--- src/rtl/k_means_pkg.sv ---
// Shared constants, FSM state type and packing helpers for the k-means new-centroid stage.
// Optional NEW_MEANS_ROUND_EN widens the divide by one bit for round-half-up averages.
package k_means_pkg;

  localparam int unsigned CENT_NUM     = 8;
  localparam int unsigned COORD_NUM    = 7;
  localparam int unsigned CORD_W       = 13;
  localparam int unsigned ACCUM_CORD_W = 22;
  localparam int unsigned CNT_W        = 10;
  localparam int unsigned CENT_IDX_W   = 3;
  localparam int unsigned DATA_W       = COORD_NUM * CORD_W;
  localparam int unsigned ACCUM_W      = COORD_NUM * ACCUM_CORD_W;

`ifdef NEW_MEANS_ROUND_EN
  localparam int unsigned DIV_W = ACCUM_CORD_W + 1;
`else
  localparam int unsigned DIV_W = ACCUM_CORD_W;
`endif
  localparam int unsigned ITER_W = $clog2(DIV_W);

  localparam logic [CORD_W-1:0] CORD_MAX = '1;

  typedef enum logic [2:0] {
    ST_IDLE,
    ST_LOAD,
    ST_DIVIDE,
    ST_WRITE,
    ST_DONE
  } new_means_state_t;

  // Coordinate k of a packed accumulator word.
  function automatic logic [ACCUM_CORD_W-1:0] accum_coord(input logic [ACCUM_W-1:0] a,
                                                          input int unsigned k);
    return a[k*ACCUM_CORD_W +: ACCUM_CORD_W];
  endfunction

  // Clamp a quotient into the coordinate range.
  function automatic logic [CORD_W-1:0] sat_coord(input logic [DIV_W-1:0] q);
    if (q > DIV_W'(CORD_MAX)) return CORD_MAX;
    return q[CORD_W-1:0];
  endfunction

endpackage

--- src/rtl/serial_divider.sv ---
// Unsigned restoring divider: one quotient bit per step, dividend consumed MSB-first.
module serial_divider #(
  parameter int unsigned DVD_W = 22,
  parameter int unsigned DVS_W = 10
) (
  input  logic             clk,
  input  logic             rst_n,
  input  logic             load,
  input  logic             step,
  input  logic [DVD_W-1:0] dividend,
  input  logic [DVS_W-1:0] divisor,
  output logic [DVD_W-1:0] quotient
);

  logic [DVD_W-1:0] dvd_q;
  logic [DVS_W-1:0] dvs_q;
  logic [DVS_W-1:0] rem_q;
  logic [DVS_W:0]   rem_shift_c;

  // Remainder stays below the divisor, so one extra bit holds the shifted value.
  assign rem_shift_c = {rem_q, dvd_q[DVD_W-1]};

  always_ff @(posedge clk or negedge rst_n) begin
    if (!rst_n) begin
      dvd_q    <= '0;
      dvs_q    <= '0;
      rem_q    <= '0;
      quotient <= '0;
    end else if (load) begin
      dvd_q    <= dividend;
      dvs_q    <= divisor;
      rem_q    <= '0;
      quotient <= '0;
    end else if (step) begin
      dvd_q <= dvd_q << 1;
      if (rem_shift_c >= {1'b0, dvs_q}) begin
        rem_q    <= DVS_W'(rem_shift_c - {1'b0, dvs_q});
        quotient <= {quotient[DVD_W-2:0], 1'b1};
      end else begin
        rem_q    <= DVS_W'(rem_shift_c);
        quotient <= {quotient[DVD_W-2:0], 1'b0};
      end
    end
  end

endmodule

--- src/rtl/new_means_calc.sv ---
// New-centroid calculator: divides each cluster's accumulators by its count and emits centroids serially.
// Define NEW_MEANS_ROUND_EN for round-half-up instead of truncation.
module new_means_calc
  import k_means_pkg::*;
(
  input  logic                  clk,
  input  logic                  rst_n,
  input  logic                  start,
  input  logic [ACCUM_W-1:0]    accum_1,
  input  logic [ACCUM_W-1:0]    accum_2,
  input  logic [ACCUM_W-1:0]    accum_3,
  input  logic [ACCUM_W-1:0]    accum_4,
  input  logic [ACCUM_W-1:0]    accum_5,
  input  logic [ACCUM_W-1:0]    accum_6,
  input  logic [ACCUM_W-1:0]    accum_7,
  input  logic [ACCUM_W-1:0]    accum_8,
  input  logic [CNT_W-1:0]      cnt_1,
  input  logic [CNT_W-1:0]      cnt_2,
  input  logic [CNT_W-1:0]      cnt_3,
  input  logic [CNT_W-1:0]      cnt_4,
  input  logic [CNT_W-1:0]      cnt_5,
  input  logic [CNT_W-1:0]      cnt_6,
  input  logic [CNT_W-1:0]      cnt_7,
  input  logic [CNT_W-1:0]      cnt_8,
  input  logic [DATA_W-1:0]     old_centroid,
  output logic [DATA_W-1:0]     new_centroid,
  output logic [CENT_IDX_W-1:0] cent_cnt,
  output logic                  new_centroid_valid,
  output logic                  empty_cluster,
  output logic                  busy,
  output logic                  done
);

  new_means_state_t      state;
  logic [CENT_IDX_W-1:0] idx;
  logic [ITER_W-1:0]     iter;
  logic                  empty_q;

  logic [ACCUM_W-1:0]    cur_accum_c;
  logic [CNT_W-1:0]      cur_cnt_c;
  logic                  load_c;
  logic                  step_c;
  logic [DIV_W-1:0]      dividend_c [COORD_NUM];
  logic [DIV_W-1:0]      quot       [COORD_NUM];
  logic [DATA_W-1:0]     sat_c;

  // Select the accumulator/count pair of the centroid being worked on.
  always_comb begin
    cur_accum_c = '0;
    cur_cnt_c   = '0;
    case (idx)
      3'd0: begin cur_accum_c = accum_1; cur_cnt_c = cnt_1; end
      3'd1: begin cur_accum_c = accum_2; cur_cnt_c = cnt_2; end
      3'd2: begin cur_accum_c = accum_3; cur_cnt_c = cnt_3; end
      3'd3: begin cur_accum_c = accum_4; cur_cnt_c = cnt_4; end
      3'd4: begin cur_accum_c = accum_5; cur_cnt_c = cnt_5; end
      3'd5: begin cur_accum_c = accum_6; cur_cnt_c = cnt_6; end
      3'd6: begin cur_accum_c = accum_7; cur_cnt_c = cnt_7; end
      3'd7: begin cur_accum_c = accum_8; cur_cnt_c = cnt_8; end
      default: ;
    endcase
  end

  assign load_c = (state == ST_LOAD);
  assign step_c = (state == ST_DIVIDE);

  for (genvar k = 0; k < COORD_NUM; k++) begin : g_div
`ifdef NEW_MEANS_ROUND_EN
    // Adding half the count before truncating gives round-half-up.
    assign dividend_c[k] = DIV_W'(accum_coord(cur_accum_c, k)) + DIV_W'(cur_cnt_c >> 1);
`else
    assign dividend_c[k] = accum_coord(cur_accum_c, k);
`endif

    serial_divider #(
      .DVD_W (DIV_W),
      .DVS_W (CNT_W)
    ) u_div (
      .clk      (clk),
      .rst_n    (rst_n),
      .load     (load_c),
      .step     (step_c),
      .dividend (dividend_c[k]),
      .divisor  (cur_cnt_c),
      .quotient (quot[k])
    );
  end

  always_comb begin
    sat_c = '0;
    for (int unsigned k = 0; k < COORD_NUM; k++) begin
      sat_c[k*CORD_W +: CORD_W] = sat_coord(quot[k]);
    end
  end

  // Controller with registered outputs; cent_cnt follows idx from LOAD so it labels the emitted centroid.
  always_ff @(posedge clk or negedge rst_n) begin
    if (!rst_n) begin
      state              <= ST_IDLE;
      idx                <= '0;
      iter               <= '0;
      empty_q            <= 1'b0;
      new_centroid       <= '0;
      cent_cnt           <= '0;
      new_centroid_valid <= 1'b0;
      empty_cluster      <= 1'b0;
      busy               <= 1'b0;
      done               <= 1'b0;
    end else begin
      new_centroid_valid <= 1'b0;
      empty_cluster      <= 1'b0;
      done               <= 1'b0;
      case (state)
        ST_IDLE: begin
          if (start) begin
            state    <= ST_LOAD;
            idx      <= '0;
            cent_cnt <= '0;
            busy     <= 1'b1;
          end
        end
        ST_LOAD: begin
          cent_cnt <= idx;
          empty_q  <= (cur_cnt_c == '0);
          iter     <= '0;
          state    <= (cur_cnt_c == '0) ? ST_WRITE : ST_DIVIDE;
        end
        ST_DIVIDE: begin
          iter <= iter + 1'b1;
          if (iter == ITER_W'(DIV_W - 1)) state <= ST_WRITE;
        end
        ST_WRITE: begin
          new_centroid_valid <= 1'b1;
          empty_cluster      <= empty_q;
          new_centroid       <= empty_q ? old_centroid : sat_c;
          if (idx == CENT_IDX_W'(CENT_NUM - 1)) begin
            state <= ST_DONE;
          end else begin
            idx   <= idx + 1'b1;
            state <= ST_LOAD;
          end
        end
        ST_DONE: begin
          done     <= 1'b1;
          busy     <= 1'b0;
          cent_cnt <= '0;
          state    <= ST_IDLE;
        end
        default: state <= ST_IDLE;
      endcase
    end
  end

endmodule
--- config.mk ---
export PLATFORM = sky130hd
export DESIGN_NAME = new_means_calc
export DESIGN_NICKNAME = d
export VERILOG_FILES = /design/src/rtl/k_means_pkg.sv /design/src/rtl/serial_divider.sv /design/src/rtl/new_means_calc.sv
export SDC_FILE = /design/constraint.sdc
export NUM_CORES = 1
export LEC_CHECK = 0
export BUFFER_PORTS_ARGS = -buffer_cell sky130_fd_sc_hd__buf_2
export CELL_PAD_IN_SITES_DETAIL_PLACEMENT = 1
export CELL_PAD_IN_SITES_GLOBAL_PLACEMENT = 1
export CORE_AREA = 2 2 592 594
export DETAILED_ROUTE_END_ITERATION = 10
export DIE_AREA = 0 0 594 596
export GPL_ROUTABILITY_DRIVEN = 1
export GPL_TIMING_DRIVEN = 0
export PLACE_DENSITY_LB_ADDON = 0.1
export RECOVER_POWER = 50
export SYNTH_ARGS = -nofsm -noshare
export SYNTH_HDL_FRONTEND = slang
export SYNTH_SLANG_ARGS = --single-unit
--- constraint.sdc ---
create_clock -name clk -period 2.78 [get_ports clk]
set_clock_uncertainty 0.1 [all_clocks]
set_input_delay 0.695 -clock clk [delete_from_list [all_inputs] [get_ports clk]]
set_output_delay 0.695 -clock clk [all_outputs]
set_load 0.02 [all_outputs]
* Word-level counts from Yosys, hierarchy flattened
Cells that the tools add are included.
Word-level totals: bits in registers 498, bits of input ports 1406, output and inout bits 98, word-level logic and storage cells 176
Cells by class: $add $sub $neg 9, order comparisons 14, equal/unequal tests 15, multiplexer cells 95, reductions and logical operators 11
Operators with widths (count):
- $pmux 154 s8 | 1
- $mux 22 | 28
- $mux 10 | 21
- $mux 13 | 14
- $gt 22x13->1 const B | 7
- $mux 91 | 1
- $pmux 10 s8 | 1
- $ge 11x10->1 | 7
- $sub 10x10->10 | 7
- $mux 1 | 19
- $eq 3x3->1 const B | 5
- $mux 3 | 5
- $eq 3x2->1 const B | 4
- $pmux 3 s4 | 1
- $logic_not 10->1 | 1
- $pmux 5 s2 | 1
- $pmux 3 s3 | 1
- $eq 3x1->1 const B | 2
- $logic_not 3->1 | 2
- $ne 2x2->1 const B | 3
- $pmux 3 s2 | 1
- $reduce_and 2->1 | 3
- $reduce_bool 2->1 | 3
- $add 5x1->5 const B | 1
- 5 further kinds | 5

* Logic depth before layout (Yosys ltp)
word-level depth 5, depth in mapped cells 12, gate-level depth less buffers 10

* Modules after synthesis
Synthesis repeated with hierarchy kept, for this count alone.
Second synthesis, totals: cell total of the unflattened synthesis 3991, area, all modules 37300.8 sq um
By module, submodules not included:
- serial_divider (g_div[0].u_div ...) | instances 6, cells an instance 317, area an instance 3265.6 sq um, seq. area each 1601.5 sq um
- new_means_calc | instances 1, cells an instance 1768, area an instance 14488.9 sq um, seq. area each 2752.6 sq um
- serial_divider (g_div[6].u_div) | instances 1, cells an instance 321, area an instance 3218.1 sq um, seq. area each 1601.5 sq um

* Worst setup path after synthesis
Ideal clock, no wire load.
path type flip-flop to flip-flop, start register, netlist name g_div[2].u_div.dvs_q[1], end register g_div[1].u_div.rem_q[0], library setup time 121 ps, data arrival time 2655 ps, required time 2559 ps, path slack -96 ps, cell stages (with the launch flop) 11, buffers on the path 1, clock period less this slack 2876 ps, cell sequence dfrtp_1 inv_1 ha_1 nor2b_1 o2111ai_1 nand2_1 o311a_1 or3_1 buf_4 mux2i_1 a22o_1
RTL lines:
- to (signal assigned) | RTL line serial_divider.sv:37 | rem_q <= DVS_W'(rem_shift_c - {1'b0, dvs_q});
- to (signal assigned) | RTL line serial_divider.sv:40 | rem_q <= DVS_W'(rem_shift_c);
- to (decl) | RTL line serial_divider.sv:17 | logic [DVS_W-1:0] rem_q;

* Worst setup path after layout
start register idx[0], end register g_div[4].u_div.dvd_q[2]
On the way: word-level cells in the longest chain between the ends 3, elaborated cells on any way between the ends 10, classes of those cells eq/ne (7); mux (2); reduce/logical (1)
RTL lines:
- from (decl) | RTL line new_means_calc.sv:35 | logic [CENT_IDX_W-1:0] idx;
- from (signal assigned) | RTL line new_means_calc.sv:139 | idx <= idx + 1'b1;
- $eq 3x3->1 (tied with other cells) | RTL line new_means_calc.sv:51 | case (idx)
- $pmux 154 s8 (*) | RTL line new_means_calc.sv:51
- $mux 22 (*) | RTL line serial_divider.sv:29 | end else if (load) begin
- to (signal assigned) | RTL line serial_divider.sv:30 | dvd_q <= dividend;
- to (signal assigned) | RTL line serial_divider.sv:35 | dvd_q <= dvd_q << 1;
- to (decl) | RTL line serial_divider.sv:15 | logic [DVD_W-1:0] dvd_q;
Every way passes the cells marked *; elsewhere a longest branch is shown, timed or not. A chain may end at the register's enable or synchronous reset.

==> out/results.tsv <==
stage	metric	value	unit
status	status	finished with violations	
status	violations	max-capacitance violations, max-slew violations, negative setup slack	
synth	synthCells	3267	
synth	synth.area.top_cells	dfrtp_1 40%, mux2i_1 5.8%, mux2_2 5.4%	
global_routing	grt_max_degree	98	
sta	rsz0062_at_grt	yes	
synth	synth_cell_types	67	
worst_setup_path	reg2reg_to	g_div[4].u_div.dvd_q[2]	
worst_setup_path	rrSetupSlack	-0.80	ns
layout	final_common_cell	buf_2	
power	p_switching	32.3	mW
layout	layout.nets	6549	
power	p_clk_share	16.1	%
sta	relSlewSlack	-20.5	%
place	hpwl	346000	microns
power	total_power	63.3	mW
sta	slew_viol_final	65	
place	port_buffers	1503	
worst_setup_path	crit_top_cell	clkbuf_16	
clock_tree	clk_latency	0.71	ns
synth	avgSynthCellArea	9.50	sq um
global_routing	grt.total_usage	21.9	%
synth	ys.flop_type	dfrtp_1	
synth	synthArstFlopShare	100	%
worst_setup_path	worstSetupStartpoint	idx[0]	
sta	fin_ws	-0.798	ns
min_path	hold_path_class	input pin to register	
min_path	hold_path_startpoint	old_centroid[59]	
clock_tree	numCtsBuffers	77	
clock_tree	cts_buffer_depth	3	
sta	min_period	3.58	ns
die	die_width	594	microns
power	power.density	1210	mW/mm^2
sta	fin_crit_sh	129	%
power	p_seq_share	18.8	%
clock_tree	cts_sinks	498	
synth	yosysTopAreaCell	dfrtp_1	
worst_setup_path	critPathTopFamily	compound AO/OA/AOI/OAI gates	
worst_setup_path	ff2ff_path_depth	10	
worst_setup_path	cp_num_buf_inv	4	
layout	syn_to_final_growth	68.1	%
flow_run	cap_violations	1	
routing	wire_per_inst	40.9	microns
power	p_int	31.0	mW
die	core	0.348	sq mm
worst_setup_path	cp_slowest_stage_delay	1.05	ns
routing	drt_first_pass_iters	9	
worst_setup_path	cp-start-kind	register	
min_path	whs_path_depth	3	
layout	layout_common_cells	1452 x buf_2, 494 x dfrtp_1, 316 x nand2_1	
synth	syn-num-nets	4758	
clock_tree	cts-root-buf	clkbuf_16	
synth	ys_seq_elements	498	
routing	routed_via_density	4.02	
global_routing	antenna_found_initial	470	
worst_setup_path	path_class	register to register	
place	place_ws	-2.79	ns
routing	wl	405000	microns
synth	synth_top_area_share	40.1	%
sta	tightestPinTransition	1.81	ns
global_routing	grt_pass1_vias	40389	
synth	synth_edf_count	0	
worst_setup_path	end_kind	register	
layout	fillers	40951	
clock_tree	htree_levels	3	
routing	ant_nets	0	
synth	ys_warn_count	0	
die	initial_utilization	8.93	%
worst_setup_path	cp_cell_sequence	ha_4, ha_4, clkbuf_16, clkbuf_16, buf_16, clkbuf_16, a222oi_1, nand3_1, a211oi_4, a31oi_1	
die	die_area	0.354	sq mm
worst_setup_path	path_max_fanout	4	
layout	drive_above_1_share	44.1	%
power	leakagePower	22.2	nW
sta	hold_viol_final	0	
global_routing	grt_pass1_wl	495000	microns
global_routing	overflow	0	
power	combPwrFrac	65.2	%
power	p_sw_share	51.0	%
die	io_pins	1504	
routing	drc_errors	0	
synth	syn_area	0.0310	sq mm
sta	final-setup-viol-count	368	
worst_setup_path	cp.required	3.20	ns
sta	fmax	280	MHz
routing	drt_iter0_drc	4081	
synth	ys_seq_area_share	40.1	%
power	peakVddDrop	0.476	mV
clock_tree	cts.clk_slew.worst_paths	0.07	ns
clock_tree	cts_tree	yes	
min_path	hold_path_end	new_centroid[59]	
place	gp_congestion	0.960	
die	row_count	217	
die	die_h	596	microns
routing	vias	39751	
worst_setup_path	slowest_stage	a222oi_1	
worst_setup_path	r2r_start	idx[0]	
worst_setup_path	worstPathArrival	3.99	ns
routing by layer:
layer | vias to the layer above | part of all wire [%] | GRT usage [%] | routed length (microns)
met5 | - | 0.35 | 0 | 1410
met4 | 234 | 4.4 | 8.04 | 17800
met3 | 835 | 9.2 | 7.91 | 37100
met2 | 2061 | 48 | 37.2 | 193000
met1 | 19974 | 38 | 25.1 | 156000
li1 | 16647 | - | - | -
registers in the layout (all words and copies together) (netlist names):
signal,cells
state,3
g_div.u_div.rem_q,70
cent_cnt,3
new_centroid_valid,1
g_div.u_div.dvd_q,154
done,1
busy,1
new_centroid,91
empty_cluster,1
empty_q,1
iter,5
g_div.u_div.quotient,154
idx,3
g_div.u_div.dvs_q,10
synth_stat cells (all sizes together), types with 127 or more instances:
| cell | number |
|---|---|
| dfrtp | 498 |
| a22oi | 148 |
| clkbuf | 222 |
| nand4 | 144 |
| nor2 | 227 |
| nand2 | 321 |
| o211ai | 127 |
| a222oi | 159 |
| mux2 | 148 |
| a22o | 180 |
| o21ai | 231 |
| mux2i | 179 |
metrics by stage:
step	setup TNS [ns]	std cells	utilization, %	hold slack, ns	area (sq um)
after floorplan	0	3267	-	0.299	31000
after global placement	-7249.91	9369	12.7	0.370	44300
after detailed placement	-628.42	9395	12.9	0.375	44900
after CTS	-139.19	9618	14.4	0.0766	50200
after global routing	-190.27	9790	14.9	0.134	51900
final	-108.69	9885	15.0	0.166	52200
repair_timing:
action | in CTS | in global routing
pin swaps | 192 | 190
gates resized for setup | 597 | 320
endpoints found under the hold margin | 64 | 0
setup endpoints to repair | 494 | 438
hold buffers | 1 | 0
gates cloned | 7 | 7
setup buffers | 80 | 103
layout make-up:
| class | instances | area, sq um | share of cell area [%] |
|---|---|---|---|
| multi-input combinational | 2419 | 18200 | 35.0 |
| inverter | 45 | 209 | 0.400 |
| tap | 4599 | 5750 | 11.0 |
| clock buffer | 121 | 2350 | 4.50 |
| sequential | 498 | 12500 | 23.9 |
| buffer | 297 | 2540 | 4.86 |
| clock inverter | 17 | 169 | 0.324 |
| antenna | 169 | 423 | 0.810 |
| timing repair buffer | 1720 | 10000 | 19.2 |
cells by family (layout without fill, tap and decap cells):
group           count (synthesis)  after routing  share of synthesized area, %
mux                           327            327                          11.1
fa+ha+maj                      85             85                          3.60
buf+inv                       350           2200                          4.55
xor+xnor                       45             45                          1.27
other cells                     0            169                             0
flops                         498            498                          40.1
simple gates                  810            810                          11.7
compound gates               1152           1152                          27.6
power by group through the flow:
stage               Sequential [mW]  Combinational [mW]  Clock, mW
CTS                            11.8                38.5       10.7
global placement               12.0                34.1          0
finish                         11.9                41.3       10.2
detailed placement             12.0                34.7          0
global route                   12.2                43.8       10.8
floorplan                      12.0                16.9          0
worst min-delay path: cells and delay by family:
kind | cells | cell delay (ns)
AND/OR/NAND/NOR | 1 | 0.10
AO/OA/AOI/OAI | 1 | 0.05
buffers and inverters | 1 | 0.08
how the worst max path moves through the flow:
stage	to	slack, ns	cells past startpoint
3_5_place_dp	g_div[2].u_div.dvd_q[3]	-2.79	11
6_report	g_div[4].u_div.dvd_q[2]	-0.80	10
4_1_cts	g_div[6].u_div.rem_q[8]	-1.0	9
3_3_place_gp	g_div[2].u_div.dvs_q[1]	-13.73	1
5_1_grt	g_div[4].u_div.dvd_q[2]	-0.70	10
2_1_floorplan	g_div[1].u_div.rem_q[0]	0.07	10
Power figures use the tool's default switching activity.
